File: src/rtl/sigmoid_arb_pkg.sv
// Shared types and sizing helpers for the sigmoid arbiter.
// Imported by sigmoid_arbiter and rr_pick.
package sigmoid_arb_pkg;

  localparam int DEF_BITWIDTH = 18;

  typedef enum logic [1:0] {
    IDLE  = 2'd0,
    ISSUE = 2'd1,
    DRAIN = 2'd2
  } state_t;

  // Requester id width, never narrower than one bit.
  function automatic int id_w(input int n);
    return (n > 1) ? $clog2(n) : 1;
  endfunction

endpackage

File: src/rtl/sigmoid_arbiter_rr_pick.sv
// Round-robin picker: one-hot grant to the first valid
// requester after last, wrapping modulo N_REQ.
module rr_pick
  import sigmoid_arb_pkg::*;
#(
  parameter int N_REQ = 3,
  parameter int IDW   = id_w(N_REQ)
) (
  input  logic [N_REQ-1:0] valid,
  input  logic [IDW-1:0]   last,
  output logic [N_REQ-1:0] grant
);

  int   idx;
  logic found;

  // Scan from last+1 and keep only the first hit.
  always_comb begin
    grant = '0;
    found = 1'b0;
    idx   = 0;
    for (int k = 1; k <= N_REQ; k++) begin
      idx = (int'(last) + k) % N_REQ;
      if (!found && valid[idx]) begin
        grant[idx] = 1'b1;
        found      = 1'b1;
      end
    end
  end

endmodule

File: src/rtl/sigmoid_arbiter.sv
// Shares one external sigmoid pipeline among N_REQ requesters.
// Optional grant counters: define SIGMOID_ARB_STATS_EN.
module sigmoid_arbiter
  import sigmoid_arb_pkg::*;
#(
  parameter int BITWIDTH    = DEF_BITWIDTH,
  parameter int N_REQ       = 3,
  parameter int SIG_LATENCY = 2
) (
  input  logic                  clock,
  input  logic                  reset,
  input  logic [N_REQ-1:0]      req_valid,
  input  logic [N_REQ*BITWIDTH-1:0] req_data,
  output logic [N_REQ-1:0]      req_ready,
  input  logic                  flush,
  output logic                  flush_done,
  output logic [BITWIDTH-1:0]   sig_operand,
  input  logic [BITWIDTH-1:0]   sig_result,
  output logic [N_REQ-1:0]      resp_valid,
  output logic [BITWIDTH-1:0]   resp_data,
  output logic [N_REQ*32-1:0]   grant_count
);

  localparam int IDW = id_w(N_REQ);

  state_t               state;
  logic [IDW-1:0]       last_grant;
  logic [SIG_LATENCY:0] tag_v;
  logic [IDW-1:0]       tag_id [SIG_LATENCY+1];
  logic                 tag_busy;
  logic                 can_grant;
  logic [N_REQ-1:0]     pick;
  logic                 accept;
  logic [IDW-1:0]       gid;

  assign tag_busy  = |tag_v;
  assign can_grant = !reset && !flush
                     && (state != DRAIN);

  rr_pick #(.N_REQ(N_REQ), .IDW(IDW)) u_pick (
    .valid (req_valid & {N_REQ{can_grant}}),
    .last  (last_grant),
    .grant (pick)
  );

  assign req_ready = pick;
  assign accept    = |pick;
  assign resp_data = sig_result;
  assign flush_done = !reset && (state == DRAIN)
                      && !tag_busy;

  // Encode the one-hot grant into a requester id.
  always_comb begin
    gid = '0;
    for (int i = 0; i < N_REQ; i++)
      if (pick[i]) gid = IDW'(i);
  end

  // Strobe the owner of the tag leaving the pipe.
  always_comb begin
    resp_valid = '0;
    if (!reset && tag_v[SIG_LATENCY])
      resp_valid[tag_id[SIG_LATENCY]] = 1'b1;
  end

  // Control FSM plus round-robin pointer.
  always_ff @(posedge clock) begin
    if (reset) begin
      state      <= IDLE;
      last_grant <= IDW'(N_REQ - 1);
    end else begin
      if (accept) last_grant <= gid;
      unique case (state)
        IDLE: begin
          if (flush) state <= DRAIN;
          else if (|req_valid) state <= ISSUE;
        end
        ISSUE: begin
          if (flush) state <= DRAIN;
          else if (!(|req_valid) && !tag_busy)
            state <= IDLE;
        end
        DRAIN: begin
          if (!flush && !tag_busy) state <= IDLE;
        end
        default: state <= IDLE;
      endcase
    end
  end

  // Operand register feeding the shared sigmoid.
  always_ff @(posedge clock) begin
    if (reset)
      sig_operand <= '0;
    else if (accept)
      sig_operand <=
        req_data[int'(gid)*BITWIDTH +: BITWIDTH];
  end

  // Tag pipe tracks which requester owns each stage.
  always_ff @(posedge clock) begin
    if (reset) begin
      tag_v <= '0;
      for (int k = 0; k <= SIG_LATENCY; k++)
        tag_id[k] <= '0;
    end else begin
      tag_v[0]  <= accept;
      tag_id[0] <= gid;
      for (int k = 1; k <= SIG_LATENCY; k++) begin
        tag_v[k]  <= tag_v[k-1];
        tag_id[k] <= tag_id[k-1];
      end
    end
  end

`ifdef SIGMOID_ARB_STATS_EN
  logic [N_REQ*32-1:0] cnt;

  // Per-requester accepted-operand counters, wrap at 2^32.
  always_ff @(posedge clock) begin
    if (reset)
      cnt <= '0;
    else if (accept)
      cnt[int'(gid)*32 +: 32] <=
        cnt[int'(gid)*32 +: 32] + 32'd1;
  end

  assign grant_count = cnt;
`else
  assign grant_count = '0;
`endif

endmodule

File: config.mk
export PLATFORM = sky130hd
export DESIGN_NAME = sigmoid_arbiter
export DESIGN_NICKNAME = d
export VERILOG_FILES = /design/src/rtl/sigmoid_arb_pkg.sv /design/src/rtl/sigmoid_arbiter_rr_pick.sv /design/src/rtl/sigmoid_arbiter.sv
export SDC_FILE = /design/constraint.sdc
export NUM_CORES = 1
export LEC_CHECK = 0
export ABC_CLOCK_PERIOD_IN_PS = 2510
export CAP_MARGIN = 40
export CELL_PAD_IN_SITES_DETAIL_PLACEMENT = 0
export CELL_PAD_IN_SITES_GLOBAL_PLACEMENT = 1
export CORE_UTILIZATION = 20
export DETAILED_ROUTE_END_ITERATION = 7
export PLACE_DENSITY = 0.76
export SLEW_MARGIN = 20
export SYNTH_ARGS = -nofsm -noshare
export SYNTH_HDL_FRONTEND = slang
export SYNTH_SLANG_ARGS = --single-unit
File: constraint.sdc
create_clock -name clock -period 2.51 [get_ports clock]
set_input_delay 0.502 -clock clock [delete_from_list [all_inputs] [get_ports clock]]
set_output_delay 0.502 -clock clock [all_outputs]
set_load 0.1 [all_outputs]
==> impl_metrics.yaml <==
run_status:
  status: "complete, but fails checks"
  failed_checks: "negative setup slack"
critical_path:
  cp_data_required_time_ns: 2.01
  critPathMaxStageDelay_ns: 0.38
  timing.critical_path.from: "last_grant[0]"
  cpLargestDelayFamily: "compound AO/OA/AOI/OAI gates"
  timing.critical_path.mode_cell: "nand2_4"
  rr_endpoint: "sig_operand[17]"
  setup.worst_path.start_class: "flip-flop"
  timing.reg2reg.worst_path_depth: 11
  crit_slowest_cell: "a2111o_2"
  worstPathBufferInverterCount: 3
  arrival_ns: 2.13
  regToRegStartpoint: "last_grant[0]"
  timing.reg2reg.setup_slack_ns: 0.04
  worstPathMaxFanout: 4
  worst_setup_path_end_kind: "output port"
  worstSetupPathType: "flip-flop to output port"
  worstPathCellList: "inv_2, ha_4, mux2i_1, a31oi_1, a2111o_2, nand2_4, nand2_4, inv_8, buf_12"
grt:
  grt_antenna_before_repair: 0
  grt_util_met2: 0.185
  grt_util_all_layers: 0.101
  grt.overflow.total: 0
  grt_start_max_net_pins: 20
  use_met3: 0.0392
  met1_use_gr: 0.108
  most_crowded_layer_after_global_routing: "met2"
  first_global_vias: 2214
  global_route_wire_length_before_repair_um: 11000
power:
  power_frac_comb: 0.534
  power_density_mw_per_mm2: 712
  clkPwrFrac: 0.258
  net-switching-power_mw: 1.42
  sequential_share_of_power: 0.208
  internal_power_mw: 1.36
  vdd_drop_max_v: 0.000355
  cellLeakagePower_nw: 1.80
  sw_share: 0.509
routing:
  drtAntennaViolNets: 0
  detailedRoute.firstPassIterationCount: 4
  drcViolationCount: 0
  drtIter0Drc: 46
  vias: 2249
  vias_per_cell: 3.78
  routed_wl_um: 7280
  detail_route.wl_per_cell_um: 12.2
cts:
  worst_skew_pair.late_latency_ns: 0.28
  cts_root_buffer: "clkbuf_16"
  h_tree_levels: 2
  clkTransAtPathRegs_ns: 0.06
  cts_tree: "yes"
  number_of_cts_inserted_buffers: 5
  clk_path_buf_depth: 2
  cts.sink_count: 31
layout:
  finish.utilization: 0.303
  final_layout_size_suffix_gt1_frac: 0.270
  finish.net_count: 504
  insertedDiodeCount: 0
  syn2layout_area_growth_pct: 45.2
  final_design_area_no_fill_mm2: 0.00390
placement:
  io_buffers: 84
  dpl-instance-area_mm2: 0.00351
  dp_slack_ns: -0.334
  dp_hpwl_um: 5700
  gpl.final_weighted_congestion: 0.661
sta:
  layout_worst_path_cycle_share: 1.05
  fin_ws_ns: -0.121
  min_cycle_time_layout_ns: 2.63
  timing.final.hold_violations: 0
  final-max-slew-violation-count: 0
  fmaxAchievable_ghz: 0.380
  finalSetupViolations: 3
  rsz_0062_raised_after_global_routing: "yes"
  timing.hold.ws_ns: 0.434
  finClkSkew_ns: 0.00478
floorplanning:
  num_io_pins: 217
  start_util: 0.209
  placementRows: 41
  die_area_mm2: 0.0139
  floorplan.core_area_mm2: 0.0129
  floorplan.die.height_um: 118
  die-width_um: 118
synthesis:
  synth_area_leader_cell: "buf_4"
  synth-edff-count: 0
  netlist_top_cells_area: "buf_4 (32%), dfxtp_1 (23%), mux2i_1 (4.8%)"
  post_synth_inst_count: 321
  synthArstFlopShare: 0
  yosysSeqAreaShare: 0.231
  syn_area_per_cell_um2: 8.37
  yosys_most_used_dff: "dfxtp_1"
  syn-cell-area_mm2: 0.00269
  number_of_synthesized_register_bits: 31
  synth_top_cell_area_share: 0.324
  ys_types: 44
  synth-warning-count: 0
min_path:
  hold-path-endpoint: "tag_id[0][3]"
  min_path_type: "flip-flop to flip-flop"
  timing.hold.worst.start: "tag_id[0][1]"
  holdPathStages: 1
job:
  maxCapViolations: 0
through the flow:
| step | instances | power, mW | setup TNS [ns] |
|---|---|---|---|
| final | 595 | 2.78 | -0.332 |
| after global routing | 595 | 2.88 | -0.916 |
| after CTS | 589 | 2.77 | -0.307 |
| after detailed placement | 575 | 2.00 | -6.25 |
| after global placement | 575 | 2.00 | -4.99 |
| after floorplan | 416 | 1.99 | -1.57 |
synthesized netlist by cell type (all sizes together) (3+ instances only):
library cell,instances
a211o,4
clkbuf,4
nor2,9
nand2,28
a21oi,10
a32o,9
nor2b,7
dfxtp,31
a221oi,4
buf,124
a31oi,6
a211oi,3
nand3b,6
nor3,5
a32oi,5
inv,13
mux2i,13
nand2b,13
ha,4
registers in the layout (all words and copies together) (netlist names):
name and count:
sig_operand 18, tag_v 3, last_grant 2, tag_id 6
state 2
placed cells by master, fill, tap and decap left out, types with 2 or more instances in the layout:
cell type	n
dfxtp_1	29
nand2b_1	13
a211o_1	4
a211oi_1	2
conb_1	96
nor2b_1	7
clkbuf_16	5
a32oi_1	5
mux2i_2	2
buf_12	10
mux2i_1	10
a32o_1	9
nand2_4	2
nand2_1	26
nor3_1	4
inv_1	7
clkdlybuf4s50_1	56
inv_8	2
nand3b_1	6
a31oi_1	6
nor2_4	2
buf_4	52
nor2_1	6
a21oi_1	9
inv_2	3
nor4bb_2	2
a221oi_2	4
dlygate4sd2_1	3
buf_6	4
ha_4	2
cell families after synthesis:
kind of cell	count (synthesis)	synth area share
flip-flops	31	0.231
multiplexers	14	0.0526
adder cells (fa/ha/maj)	4	0.0186
AO/OA/AOI/OAI	48	0.162
AND/OR/NAND/NOR	82	0.171
other	1	0.00140
buffers and inverters	141	0.364
per-layer routing:
metal,routed length [um],vias up
met1,2980,1039
met2,3640,119
met5,0,-
met4,66,0
li1,-,1082
met3,596,9
final cells by class:
class                           count  area (um2)
Clock buffer                        6         139
Clock inverter                      2        35.0
Fill cell                        1372        8970
Inverter                           13        66.3
Multi-Input combinational cell    244        1580
Sequential cell                    31         626
Tap cell                          172         215
Timing Repair Buffer              127        1240
power groups by stage:
stage | sequential [mW] | combinational (mW) | clock (mW)
floorplan | 0.867 | 1.12 | 0
global placement | 0.584 | 1.41 | 0
detailed placement | 0.585 | 1.42 | 0
CTS | 0.577 | 1.46 | 0.737
global route | 0.583 | 1.53 | 0.760
finish | 0.577 | 1.48 | 0.718
worst reg2reg max path, cell delays in order, from the launching register on:
cell and delay [ns]:
dfxtp_2 0.35, inv_2 0.06, ha_4 0.28, mux2i_1 0.24
a31oi_1 0.15, a2111o_2 0.38, nand2_4 0.08, buf_4 0.14
buf_6 0.13, nor3_1 0.06, a211o_1 0.28, a221oi_2 0.25
repair_timing:
| item | 4_1_cts | 5_1_grt |
|---|---|---|
| setup buffers | 6 | 5 |
| gates cloned | 0 | 1 |
| pin swaps | 8 | 16 |
| gates resized for setup | 24 | 15 |
| hold buffers | 0 | 0 |
| setup endpoints to repair | 16 | 23 |
worst max path at each step:
stage,to,cells after the start,slack (ns)
4_1_cts,req_ready[1],9,-0.15
3_3_place_gp,req_ready[1],8,-0.30
3_5_place_dp,req_ready[1],8,-0.33
2_1_floorplan,resp_valid[1],2,-0.53
6_report,req_ready[1],9,-0.12
5_1_grt,req_ready[1],9,-0.19
Note: power is estimated with default switching activity, not from simulation.
==> patch: new RTL, same settings <==
Build with the macro `SIGMOID_ARB_STATS_EN` defined.
--- a/src/rtl/sigmoid_arbiter.sv
+++ b/src/rtl/sigmoid_arbiter.sv
@@ -1,5 +1,7 @@
 // Shares one external sigmoid pipeline among N_REQ requesters.
 // Optional grant counters: define SIGMOID_ARB_STATS_EN.
+`define SIGMOID_ARB_STATS_EN
+
 module sigmoid_arbiter
   import sigmoid_arb_pkg::*;
 #(
Formal check against the unedited RTL: not equivalent (Yosys sat finds a counterexample within 4 cycles, from zero or initial values and one cycle with reset high).
==> patch against the unedited design <==
  * The run still ends with setup timing left
  * Critical endpoint is now grant_count[31]
  * Non-clock buffer count increased by 338
  * Worst setup slack got worse by 1200 ps
  * Sequential cell count grew 96
  * Area after synthesis rose to 2.7 times the old value
  * Cell area grew to 3.4 times the old value
  * Total power rose to 3.0 times the old value
  * Cell count increased to 3.0 times the old value
  * Hold slack gained 4.1 ps
  * Register-to-register slack lost 1300 ps
  * Routed wire length grew to 4.7 times the old value
  * Synthesized cell count rose to 2.9 times the old value
  * Maximum frequency fell by 31%
  * Highest routed layer unchanged
  * Via count grew to 4.0 times the old value
==> patch: results <==
set metrics [dict create \
    status "finished, violations left" \
    violations "setup timing" \
    hold_path_end "tag_id[0][5]" \
    ys_top_cells_by_area "dfxtp_1 (35%), nor2_1 (5.3%), nand2_1 (4.8%), o21ai_0 (4.3%), nand3_1 (3.6%)" \
    buf_share 0.3146 \
    yosys-top-cells-count "dfxtp_1 (127), nor2_1 (102), nand2_1 (93)" \
    use_met1 0.2332 \
    cts_buffers 17 \
    finalWorstSetupSlack_ps -1278 \
    inverters_excl_clock 11 \
    cp_top_family "simple AND/OR/NAND/NOR gates" \
    ctsHtreeMaxLevel 4 \
    clock_buffers 18 \
    multi_input_area_share 0.3952 \
    max_stage_delay_ps 560 \
    dp_worst_setup_slack_ps -1723 \
    ff2ff_path_depth 14 \
    register_area_sq_um 2545 \
    grt_usage 0.1747 \
    dr.first_iter.drc_count 666 \
    worstSetupPathType "flop to flop" \
    nMultiInputCombCells 702 \
    clkSinkCount 127 \
    synth_cell_types 72 \
    largest_reg_flops 96 \
    gp_congestion 0.9120 \
    numPlacedInstances 1720 \
    setup_viol 107 \
]
==> patch: logic make-up (layout without fill, tap and decap cells) <==
family | after synthesis | in the layout | synth area share
muxes | 12 | 12 | 0.01711
DFF | 127 | 127 | 0.3512
adders and majority gates | 5 | 5 | 0.008642
buffers and inverters | 102 | 508 | 0.06585
xor gates and xnor gates | 25 | 25 | 0.03025
AOI/OAI and AO/OA | 262 | 262 | 0.2497
and+or+nand+nor | 398 | 398 | 0.2772
==> patch: power by group through the flow <==
stage | Combinational [mW] | Sequential, mW | Clock (mW)
floorplan | 1.16 | 3.29 | 0
global placement | 3.02 | 2.34 | 0
CTS | 3.21 | 2.29 | 2.73
detailed placement | 3.05 | 2.34 | 0
finish | 3.41 | 2.30 | 2.67
global route | 3.57 | 2.31 | 2.80
==> patch: repair_timing <==
item	4_1_cts	5_1_grt
setup buffers	24	24
endpoints found under the setup margin	120	119
resized for setup	89	80
pin swaps	30	58
gates cloned	2	2
